File: config.mk
export PLATFORM = sky130hd
export DESIGN_NAME = vsng_seq_flat
export DESIGN_NICKNAME = d
export VERILOG_FILES = /design/src/rtl/vsng_seq_if.sv /design/src/rtl/vsng_seq.sv /design/src/flat_wrapper.sv
export SDC_FILE = /design/constraint.sdc
export NUM_CORES = 1
export LEC_CHECK = 0
export ABC_AREA = 1
export ABC_CLOCK_PERIOD_IN_PS = 7700
export BUFFER_PORTS_ARGS = -buffer_cell sky130_fd_sc_hd__buf_2
export CAP_MARGIN = 20
export CELL_PAD_IN_SITES_DETAIL_PLACEMENT = 0
export CELL_PAD_IN_SITES_GLOBAL_PLACEMENT = 1
export CORE_MARGIN = 8
export CORE_UTILIZATION = 45
export DETAILED_ROUTE_END_ITERATION = 10
export GPL_TIMING_DRIVEN = 0
export PLACE_DENSITY_LB_ADDON = 0.1
export SLEW_MARGIN = 20
export SYNTH_ARGS = -nofsm -noshare
export SYNTH_HDL_FRONTEND = slang
export SYNTH_SLANG_ARGS = --single-unit
File: constraint.sdc
create_clock -name clk -period 7.7 [get_ports clk]
set_input_delay 1.155 -clock clk [delete_from_list [all_inputs] [get_ports clk]]
set_output_delay 1.155 -clock clk [all_outputs]
set_load 0.005 [all_outputs]
File: src/rtl/vsng_seq_if.sv
// rtl/vsng_seq_if.sv - operand/stream handshake bundle for the variable-precision SNG
interface vsng_seq_if #(
    parameter int TW = 8,
    parameter int PW = $clog2(TW + 1)
) ();
    // Operand side
    logic          in_valid;
    logic          in_ready;
    logic [TW-1:0] B;
    logic [PW-1:0] prec;
    logic          abort;
    // Stream side
    logic          z_valid;
    logic          z_ready;
    logic          Z;
    logic          z_last;
    logic [TW:0]   ones_cnt;

    // The generator itself
    modport slave (
        input  in_valid, B, prec, abort, z_ready,
        output in_ready, z_valid, Z, z_last, ones_cnt
    );

    // Whatever supplies operands and consumes the stream
    modport master (
        output in_valid, B, prec, abort, z_ready,
        input  in_ready, z_valid, Z, z_last, ones_cnt
    );
endinterface

File: src/rtl/vsng_seq.sv
// rtl/vsng_seq.sv - variable-precision stochastic number generator (bit-reversed counter)
module vsng_seq #(
    parameter int TW = 8,
    parameter int PW = $clog2(TW + 1)
) (
    input logic       clk,
    input logic       rst,
    vsng_seq_if.slave bus
);
    typedef enum logic {
        IDLE = 1'b0,
        RUN  = 1'b1
    } state_t;

    localparam logic [PW-1:0] TW_P    = PW'(TW);
    localparam logic [TW:0]   K_ONE   = (TW+1)'(1);
    localparam logic [TW:0]   ONES_Z  = '0;

    state_t        state_q, state_d;
    // k is TW+1 bits so that a full 2^TW stream does not alias back to 0
    logic [TW:0]   k_q, k_d;
    logic [TW-1:0] b_q, b_d;
    logic [PW-1:0] p_q, p_d;
    logic [TW:0]   ones_q, ones_d;

    logic [PW-1:0] prec_clamped;
    logic [PW-1:0] shamt;
    logic [TW-1:0] t_val;
    logic [TW-1:0] rev_full;
    logic [TW-1:0] r_val;
    logic [TW:0]   last_k;
    logic          z_bit;
    logic          last_bit;
    logic          running;
    logic          accept;
    logic          xfer;

    // Out-of-range precision (0 or above TW) means full precision
    always_comb begin
        prec_clamped = bus.prec;
        if ((bus.prec == '0) || (bus.prec > TW_P)) begin
            prec_clamped = TW_P;
        end
    end

    // Comparator: top p_q bits of the operand against the p_q-bit reversed counter.
    // Reversing all TW bits and shifting right by TW-p_q leaves exactly the
    // reverse of k[p_q-1:0]; the higher k bits fall off the bottom.
    always_comb begin
        rev_full = '0;
        for (int i = 0; i < TW; i++) begin
            rev_full[i] = k_q[TW-1-i];
        end
        shamt    = TW_P - p_q;
        t_val    = b_q >> shamt;
        r_val    = rev_full >> shamt;
        last_k   = (K_ONE << p_q) - K_ONE;
        z_bit    = (t_val > r_val);
        last_bit = (k_q == last_k);
    end

    assign running       = (state_q == RUN);
    assign bus.in_ready  = !running;
    assign bus.z_valid   = running;
    assign bus.Z         = running & z_bit;
    assign bus.z_last    = running & last_bit;
    assign bus.ones_cnt  = ones_q;

    assign accept = !running & bus.in_valid;
    assign xfer   = running & bus.z_ready;

    // Next-state: accept captures operand/precision, transfers advance k and the
    // ones count, last bit or abort drops back to IDLE with k rearmed at 0
    always_comb begin
        state_d = state_q;
        k_d     = k_q;
        b_d     = b_q;
        p_d     = p_q;
        ones_d  = ones_q;
        unique case (state_q)
            IDLE: begin
                if (accept) begin
                    b_d     = bus.B;
                    p_d     = prec_clamped;
                    k_d     = '0;
                    ones_d  = ONES_Z;
                    state_d = RUN;
                end
            end
            RUN: begin
                if (xfer) begin
                    k_d    = k_q + K_ONE;
                    ones_d = ones_q + {{TW{1'b0}}, z_bit};
                end
                if ((xfer && last_bit) || bus.abort) begin
                    k_d     = '0;
                    state_d = IDLE;
                end
            end
            default: begin
                state_d = IDLE;
            end
        endcase
    end

    // State register with synchronous reset; reset discards any stream in flight
    always_ff @(posedge clk) begin
        if (rst) begin
            state_q <= IDLE;
            k_q     <= '0;
            b_q     <= '0;
            p_q     <= TW_P;
            ones_q  <= ONES_Z;
        end else begin
            state_q <= state_d;
            k_q     <= k_d;
            b_q     <= b_d;
            p_q     <= p_d;
            ones_q  <= ones_d;
        end
    end
endmodule

File: src/flat_wrapper.sv
// flat-port wrapper written by rule: the top's interface ports become plain ports
module vsng_seq_flat 
#(
    parameter int TW = 8,
    parameter int PW = $clog2(TW + 1)
)
  (clk, rst, bus_in_valid, bus_B, bus_prec, bus_abort, bus_z_ready, bus_in_ready, bus_z_valid, bus_Z, bus_z_last, bus_ones_cnt);
  vsng_seq_if #(.TW(TW), .PW(PW)) bus_i ();
  input logic clk;
  input logic rst;
  input wire logic [$bits(bus_i.in_valid)-1:0] bus_in_valid;
  input wire logic [$bits(bus_i.B)-1:0] bus_B;
  input wire logic [$bits(bus_i.prec)-1:0] bus_prec;
  input wire logic [$bits(bus_i.abort)-1:0] bus_abort;
  input wire logic [$bits(bus_i.z_ready)-1:0] bus_z_ready;
  output wire logic [$bits(bus_i.in_ready)-1:0] bus_in_ready;
  output wire logic [$bits(bus_i.z_valid)-1:0] bus_z_valid;
  output wire logic [$bits(bus_i.Z)-1:0] bus_Z;
  output wire logic [$bits(bus_i.z_last)-1:0] bus_z_last;
  output wire logic [$bits(bus_i.ones_cnt)-1:0] bus_ones_cnt;
  assign bus_i.in_valid = bus_in_valid;
  assign bus_i.B = bus_B;
  assign bus_i.prec = bus_prec;
  assign bus_i.abort = bus_abort;
  assign bus_i.z_ready = bus_z_ready;
  assign bus_in_ready = bus_i.in_ready;
  assign bus_z_valid = bus_i.z_valid;
  assign bus_Z = bus_i.Z;
  assign bus_z_last = bus_i.z_last;
  assign bus_ones_cnt = bus_i.ones_cnt;
  vsng_seq #(.TW(TW), .PW(PW)) u_core (.clk(clk), .rst(rst), .bus(bus_i));
endmodule
======== Yosys cells after proc, flatten, opt, wreduce, memory -nomap -nowiden ========
Cells that the tools add are included.
storage, ports and cells
  word-level logic and storage cells ...... 41
  input port bits ......................... 17
  flip-flop bits (word level) ............. 31
operators by class
  bitwise operators ....................... 5
  shift operators ......................... 3
  reductions and logical operators ........ 8
  multiplexer cells ....................... 10
  magnitude comparators ................... 2
  eq/ne operators ......................... 4
  add/subtract/negate cells ............... 4
operators with widths
  cell                 number
  $mux 9               4
  $pmux 9 s2           2
  $shr 8x4->8          2
  $add 9x1->9          1
  $add 9x1->9 const B  1
  $eq 9x9->1           1
  $shl 1x4->9 const A  1
  $sub 9x1->9 const B  1
  $gt 8x8->1           1
  $reduce_and 2->1     3
  $and 1x1->1          4
  $gt 4x4->1 const B   1
  $logic_not 4->1      1
  $mux 4               1
  $sub 4x4->4 const A  1
  $ne 3x3->1 const B   1
  $logic_or 1x1->1     2
  $mux 1               2
  $ne 2x1->1 const B   1
  $ne 2x2->1 const B   1
  $pmux 1 s2           1
  $logic_and 1x1->1    1
  $logic_not 1->1      1
  $not 1->1            1

======== Logic depth before layout (Yosys ltp) ========
Gate-level depths: netlist of the first run.
  depth after elaboration ................. 7
  depth in mapped cells ................... 22
  mapped depth without buffers ............ 21

======== Worst setup path before layout of the first run ========
OpenSTA, ideal clock, no wires.
  path type ............................... flip-flop to output port
  start ................................... register u_core.p_q[0]
  end ..................................... output bus_Z
  data required time ...................... 6.545 ns
  setup slack ............................. 3.852 ns
  path buffers ............................ 2
  cell stages (with the launch flop) ...... 15
  data arrival time ....................... 2.693 ns
  cell sequence ........................... dfxtp_1 inv_1 clkbuf_1 ha_1 inv_1 clkbuf_1 o211ai_1 o211ai_1 o211ai_1 ha_1 a21oi_1 o21ai_0 nand2_1 a2bb2oi_1 and2_1
on the way
  cells in the longest elaborated chain, start to end .. 4
RTL lines
  element                                RTL line                        RTL
  from (decl)                            vsng_seq.sv:23                  logic [PW-1:0] p_q, p_d;
  from (signal assigned)                 vsng_seq.sv:118                 p_q <= p_d;
  $sub 4x4->4 (*)                        vsng_seq.sv:54                  shamt = TW_P - p_q;
  $shr 8x4->8, on equally long branches  vsng_seq.sv:55, vsng_seq.sv:56
  $gt 8x8->1 (*)                         vsng_seq.sv:58                  z_bit = (t_val > r_val);
  $and 1x1->1 (*)                        vsng_seq.sv:65                  assign bus.Z = running & z_bit;
  to (decl)                              flat_wrapper.sv:18              output wire logic [$bits(bus_i.Z)-1:0] bus_Z;
Mark *: on every way between the ends. The rest lies on a longest branch, timed or not.

======== Worst setup path after layout of the first run ========
Same ends and word-level chain as after synthesis.

==> impl_metrics.json, run 1 <==
{
  "status": "complete, no violations",
  "via_per_inst": 5.13,
  "worstSetupPathType": "reg -> out",
  "ys_async_sr_fraction": 0,
  "syn_to_final_growth_pct": 13.1,
  "first_iter_violations": 117,
  "rows": 26,
  "grt_pass1_wl_um": 10900,
  "netlist_instances": 364,
  "stdcell_count": 471,
  "grt_overflow": 0,
  "synth_flop_cell": "dfxtp_1",
  "ir_drop_uv": 146,
  "synth_edf_count": 0,
  "hold_start": "u_core.b_q[3]",
  "finalHoldViolations": 0,
  "p_per_area_nw_per_um2": 170,
  "cts-root-buf": "clkbuf_8",
  "clock_sinks": 31,
  "ioPinCount": 30,
  "cts_made_buffers": 5,
  "synth_top_cell_by_area": "dfxtp_1",
  "whs_path_depth": 2,
  "finalCriticalPeriod_ps": 5100,
  "worstPathRequired_ps": 6550,
  "cts_setup_buffers": 0,
  "seq_area_frac_synth": 0.256,
  "grt_pass1_vias": 2323,
  "cts_buffer_depth": 2,
  "diodes": 0,
  "synth.area.top_cells": "dfxtp_1 26%, nand2_1 13%, ha_1 8.8%",
  "die-area_sq_um": 7990,
  "ctsResizeCount": 0,
  "htreeDepth": 2,
  "routedWlPerCell_um": 13.4,
  "clock_latency_ps": 280,
  "r2r_cells": 20,
  "multi_input_area_sq_um": 1620,
  "fin_nets": 434,
  "worstHoldPathType": "reg -> reg",
  "setup_tns_ps": 0,
  "r2r-start": "u_core.p_q[0]",
  "fin_crit_sh": 0.662,
  "cts_tree": "done",
  "synth.lib_cells_used.distinct": 34,
  "critPathMaxFanout": 12,
  "rr_endpoint": "u_core.bus.ones_cnt[8]",
  "maxSlewHeadroom": 0.574,
  "dp_hpwl_um": 5100,
  "yosysWarnings": 0,
  "grt_antenna_before_repair": 0,
  "place_congestion": 0.834,
  "fin_skew_ps": 2.89,
  "die_y_um": 89.4,
  "holdBufCountCts": 0,
  "drv_cap": 0,
  "rsz0062_at_grt": "false",
  "max_freq_mhz": 196,
  "slew_violations": 0,
  "ff2ff_setup_slack_ps": 3060,
  "ys_seq_elements": 31,
  "cp-start-kind": "register",
  "wl_um": 6300,
  "seq_area_sq_um": 621,
  "vias": 2418,
  "dr.pass1.iters": 4,
  "dp_cells": 463,
  "arrival_ps": 3940,
  "syn_nets": 398,
  "grt_max_degree": 13,
  "syn-cell-area_sq_um": 2420,
  "synthMostInstantiatedCell": "nand2_1",
  "grt_usage": 0.173,
  "antenna_left": 0,
  "whs_endpoint": "u_core.b_q[3]",
  "endpoint_kind": "output pin",
  "nFillCells": 544,
  "io_buffers": 29,
  "drc": 0,
  "drive_above_1_share": 0.180,
  "start_util": 0.472,
  "synthTopCellsByCount": "85 x nand2_1, 35 x nor2_1, 31 x dfxtp_1, 31 x inv_1, 27 x o21ai_0",
  "die_w_um": 89.4,
  "coreArea_sq_um": 5140,
  "avgSynthCellArea_sq_um": 6.66,
  "tightest_slew_ps": 639,
  "cts.clk_slew.worst_paths_ps": 60,
  "p_leak_nw": 1.16,
  "setup_viol": 0,
  "synth_top_area_frac": 0.256
}
[worst max-delay path, stage by stage, from the launching register on]
cell	delay, ps
dfxtp_1	400
inv_1	160
clkbuf_1	520
ha_1	400
inv_1	180
clkbuf_1	360
o211ai_1	170
o211ai_1	110
o211ai_1	140
ha_1	330
a21oi_1	60
o21ai_0	140
nand2_1	70
a2bb2oi_1	330
and2_1	180
buf_2	100
[state kept, by name (all words and copies together), names as in the netlist]
name,count
u_core.bus.ones_cnt,9
u_core.bus.z_valid,1
u_core.k_q,9
u_core.p_q,4
u_core.b_q,8
[cell families (layout without fill, tap and decap cells)]
kind of cell    after synthesis  after routing  synth area share
simple gates                180            180             0.347
flops                        31             31             0.256
compound gates               74             74             0.179
buf+inv                      47             84            0.0759
fa+ha+maj                    17             17            0.0878
xor+xnor                     15             15            0.0542
[layout by cell type (no fill, tap or decap), types with 3 or more instances in the layout]
| cell | netlist | layout |
|---|---|---|
| a211oi_1 | 11 | 11 |
| a21oi_1 | 21 | 21 |
| buf_2 | 0 | 29 |
| clkbuf_1 | 10 | 10 |
| clkbuf_8 | 0 | 5 |
| clkinv_2 | 0 | 3 |
| dfxtp_1 | 31 | 31 |
| ha_1 | 17 | 17 |
| inv_1 | 31 | 31 |
| inv_2 | 5 | 5 |
| nand2_1 | 85 | 85 |
| nand2_2 | 9 | 9 |
| nand3_1 | 17 | 17 |
| nand3_2 | 3 | 3 |
| nand4_1 | 9 | 9 |
| nor2_1 | 35 | 35 |
| nor2_2 | 11 | 11 |
| o211ai_1 | 6 | 6 |
| o21ai_0 | 27 | 27 |
| xnor2_1 | 3 | 3 |
| xor2_1 | 12 | 12 |
[how the worst max path moves through the flow]
stage	startpoint	to	slack, ps	depth (start not counted)
global route	u_core.p_q[0]	bus_Z	2210	15
finish	u_core.p_q[0]	bus_Z	2600	15
global placement	u_core.p_q[0]	bus_Z	2860	15
CTS	u_core.p_q[0]	bus_Z	2560	15
detailed placement	u_core.p_q[0]	bus_Z	2900	15
floorplan	u_core.p_q[0]	bus_Z	3850	14
[layout make-up]
class	count	share of cell area
buffer	11	0.0178
clock buffer	5	0.0251
multi-input combinational	286	0.591
tap	70	0.0320
sequential	31	0.226
timing repair buffer	29	0.0530
inverter	36	0.0493
clock inverter	3	0.00548
[layer usage]
| layer | vias to the layer above | global-route usage | part of all wire |
|---|---|---|---|
| met4 | 0 | 0.0665 | 0.016 |
| met5 | - | 0 | 0 |
| met1 | 1080 | 0.227 | 0.49 |
| li1 | 1284 | - | - |
| met2 | 46 | 0.277 | 0.45 |
| met3 | 8 | 0.0257 | 0.041 |
[where the power goes]
group / total [W] / switching (W) / internal [W]
clock network: 0.000124 / 0.0000620 / 0.0000617
logic: 0.000168 / 0.000106 / 0.0000622
registers: 0.000175 / 0.00000781 / 0.000168
total: 0.000467 / 0.000175 / 0.000292
[stage by stage]
step | total power, W | util | hold WS, ps | setup slack [ps] | cell area, sq um
global placement | 0.000345 | 0.517 | 460 | 2860 | 2660
detailed placement | 0.000347 | 0.517 | 470 | 2900 | 2660
finish | 0.000467 | 0.533 | 483 | 2600 | 2740
global route | 0.000507 | 0.533 | 511 | 2210 | 2740
floorplan | 0.000303 | - | 440 | 3850 | 2420
CTS | 0.000473 | 0.533 | 480 | 2560 | 2740
No activity file was read; power rests on OpenSTA's default activity.
==> inputs of run 2 (changes only) <==
Settings changed: ABC_AREA 1 to 0, ABC_CLOCK_PERIOD_IN_PS 7700 to 4800, CORE_UTILIZATION 45 to 43.
Clock period 7.7 ns to 4.8 ns, I/O delays scaled along.
==> run 2 against run 1 <==
Net effect:
- global-route usage decreased by 1.5 points
- combinational power barely moved
- non-clock buffer count increased by 14
- critical path type unchanged
==> impl_metrics.json, run 2 <==
{
  "r2r-start": "u_core.p_q[0]",
  "die_w_um": 93.6,
  "max_freq_mhz": 221,
  "worstHoldPathType": "reg -> reg",
  "coreArea_sq_um": 5890,
  "diodes": 0,
  "drv_cap": 0,
  "htreeDepth": 2,
  "power.share.combinational": 0.240,
  "setup_viol": 0,
  "multi_input_area_sq_um": 1820,
  "p_per_area_nw_per_um2": 238,
  "dp_hpwl_um": 5160,
  "io_buffers": 28,
  "grt_antenna_before_repair": 0,
  "synth_edf_count": 0,
  "grt_usage": 0.158,
  "cp-start-kind": "register",
  "vias": 2457,
  "rows": 28,
  "finalCoreUtilization": 0.505,
  "ys_async_sr_fraction": 0,
  "cts-root-buf": "clkbuf_8",
  "clock_sinks": 31,
  "via_per_inst": 5.47,
  "cts_tree": "done",
  "cts_buffer_depth": 2,
  "crit_chain": "clkbuf_4 -> inv_1 -> ha_1 -> clkbuf_4 -> mux4_2 -> nand2_1 -> o21ai_0 -> and2_1 -> ha_1 -> nor2b_1 -> o21a_1 -> o21a_1 -> o21a_1 -> o21bai_1 -> a22oi_2 -> and2_1 -> buf_2",
  "seq_area_sq_um": 621,
  "seq_area_frac_synth": 0.240,
  "grt_overflow": 0,
  "grt_pass1_wl_um": 11400,
  "fin_ws_ps": 283,
  "rr_endpoint": "u_core.bus.ones_cnt[6]",
  "drc": 0,
  "finalHoldViolations": 0,
  "die_y_um": 93.6,
  "slowest_delay_ps": 390,
  "slew_violations": 0,
  "whs_endpoint": "u_core.b_q[0]",
  "p_seq_frac": 0.383,
  "synth.lib_cells_used.distinct": 47,
  "synth_flop_cell": "dfxtp_1",
  "crit_family": "compound AO/OA/AOI/OAI gates",
  "p_leak_nw": 1.12,
  "final_common_cell": "nand2_1",
  "cts_made_buffers": 5,
  "clock_latency_ps": 280,
  "dr.pass1.iters": 4,
  "critPathBufInv": 4,
  "whs_path_depth": 2,
  "swShare": 0.290,
  "cts.clk_slew.worst_paths_ps": 70,
  "syn-cell-area_sq_um": 2590,
  "worstSetupPathType": "reg -> out",
  "netlist_instances": 338,
  "power_switching_w": 0.000206,
  "wl_um": 6660,
  "die-area_sq_um": 8760,
  "grt_max_degree": 11,
  "syn_nets": 372,
  "drive_above_1_share": 0.174,
  "avgSynthCellArea_sq_um": 7.66,
  "finalCriticalPeriod_ps": 4520,
  "synth_top_cell_by_area": "dfxtp_1",
  "grt_pass1_vias": 2401,
  "place_congestion": 0.782,
  "yosysWarnings": 0,
  "synth.area.top_cells": "dfxtp_1 24%, ha_1 8.2%, nand2_1 7.2%",
  "ir_drop_uv": 206,
  "nFillCells": 636,
  "ys_seq_elements": 31,
  "fin_skew_ps": 5.93,
  "p_int_w": 0.000502,
  "synth_top_area_frac": 0.240,
  "synthTopCellsByCount": "50 x nand2_1, 31 x dfxtp_1, 29 x nor2_1",
  "tightest_slew_ps": 648,
  "clock_power_share": 0.377,
  "syn_to_final_growth_pct": 14.7,
  "fin_nets": 407,
  "ioPinCount": 30,
  "endpoint_kind": "output pin",
  "layout_common_cells": "50 x nand2_1, 32 x buf_2, 31 x dfxtp_1",
  "first_iter_violations": 68,
  "synthMostInstantiatedCell": "nand2_1",
  "worst_path_max_delay_cell": "ha_1",
  "worstPathRequired_ps": 4080,
  "antenna_left": 0,
  "arrival_ps": 3800,
  "hold_start": "u_core.b_q[0]",
  "critPathMaxFanout": 10,
  "place_worst_setup_slack_ps": -414,
  "fin_crit_sh": 0.941,
  "start_util": 0.440,
  "r2r_cells": 23,
  "rsz0062_at_grt": "false",
  "cp_common_cell": "o21a_1",
  "maxSlewHeadroom": 0.568,
  "status": "complete, no violations",
  "ff2ff_setup_slack_ps": 400,
  "routedWlPerCell_um": 14.8
}
run 2: changes by cell type after synthesis, sizes merged, moves of 8 or more:
cell / delta
a211oi: -9
buf: +8
inv: -25
mux4: +8
nand2: -45
nor2: -19
o21ai: -20
run 2: worst max path at each step:
stage / start / to / slack, ps / depth (start not counted)
6_report: u_core.p_q[0] / bus_Z / 280 / 17
5_1_grt: u_core.p_q[0] / bus_Z / 30 / 17
4_1_cts: u_core.p_q[0] / bus_Z / 110 / 18
3_5_place_dp: u_core.p_q[0] / u_core.bus.ones_cnt[6] / -410 / 23
3_3_place_gp: u_core.p_q[0] / u_core.bus.ones_cnt[8] / -400 / 23
2_1_floorplan: u_core.p_q[0] / u_core.bus.ones_cnt[6] / 520 / 23
run 2: layout make-up:
class                           count  area share
Clock buffer                        6      0.0278
Sequential cell                    31       0.209
Clock inverter                      2      0.0118
Tap cell                           75      0.0316
Buffer                             26      0.0463
Timing Repair Buffer               28      0.0472
Multi-Input combinational cell    270       0.612
Inverter                           11      0.0139
run 2: through the flow:
step,cells,setup TNS (ps),hold slack (ps),cell area [sq um],total power (W)
6_report,449,0,469,2970,0.000708
3_5_place_dp,441,-1690,468,2820,0.000441
2_1_floorplan,338,0,433,2590,0.000397
4_1_cts,449,0,478,2950,0.000712
5_1_grt,449,0,496,2970,0.000747
3_3_place_gp,441,-1610,454,2820,0.000441
run 2: kinds of logic (layout without fill, tap and decap cells):
kind of cell / after synthesis / after routing / synth area share
AOI/OAI and AO/OA: 76 / 76 / 0.199
xor gates and xnor gates: 11 / 11 / 0.0372
adders and majority gates: 17 / 17 / 0.0822
buffers and inverters: 37 / 73 / 0.0657
DFF: 31 / 31 / 0.240
muxes: 16 / 16 / 0.101
and+or+nand+nor: 150 / 150 / 0.275
run 2: worst register-to-register path: stages, from the launching register on:
cell and delay [ps]:
dfxtp_1 370, clkbuf_4 240, inv_1 140, ha_1 390, clkbuf_4 240, mux4_2 300, nand2_1 80, o21ai_0 70
and2_1 170, ha_1 290, nor2b_1 150, o21a_1 120, o21a_1 110, o21a_1 110, o21bai_1 70, a22oi_2 260
ha_1 260, ha_1 200, nand3_1 110, nor2_2 220, nand3_1 120, nand3_1 100, o21a_1 120, nor2_1 30
run 2: layer usage:
layer  track usage  share of wire  up-vias
li1              -              -     1285
met1         0.207           0.50     1129
met2         0.256           0.46       39
met3        0.0337          0.036        4
met4        0.0410         0.0062        0
met5             0              0        -
run 2: power groups by stage:
stage	clock network, W	logic, W	registers (W)
3_3_place_gp	0	0.000164	0.000277
5_1_grt	0.000282	0.000192	0.000272
2_1_floorplan	0	0.000123	0.000275
6_report	0.000267	0.000170	0.000271
3_5_place_dp	0	0.000165	0.000277
4_1_cts	0.000272	0.000169	0.000271
run 2: timing repair:
item | CTS | global route
hold buffers | 0 | 0
setup endpoints to repair | 7 | 6
resized for setup | 3 | 9
setup buffers | 0 | 0
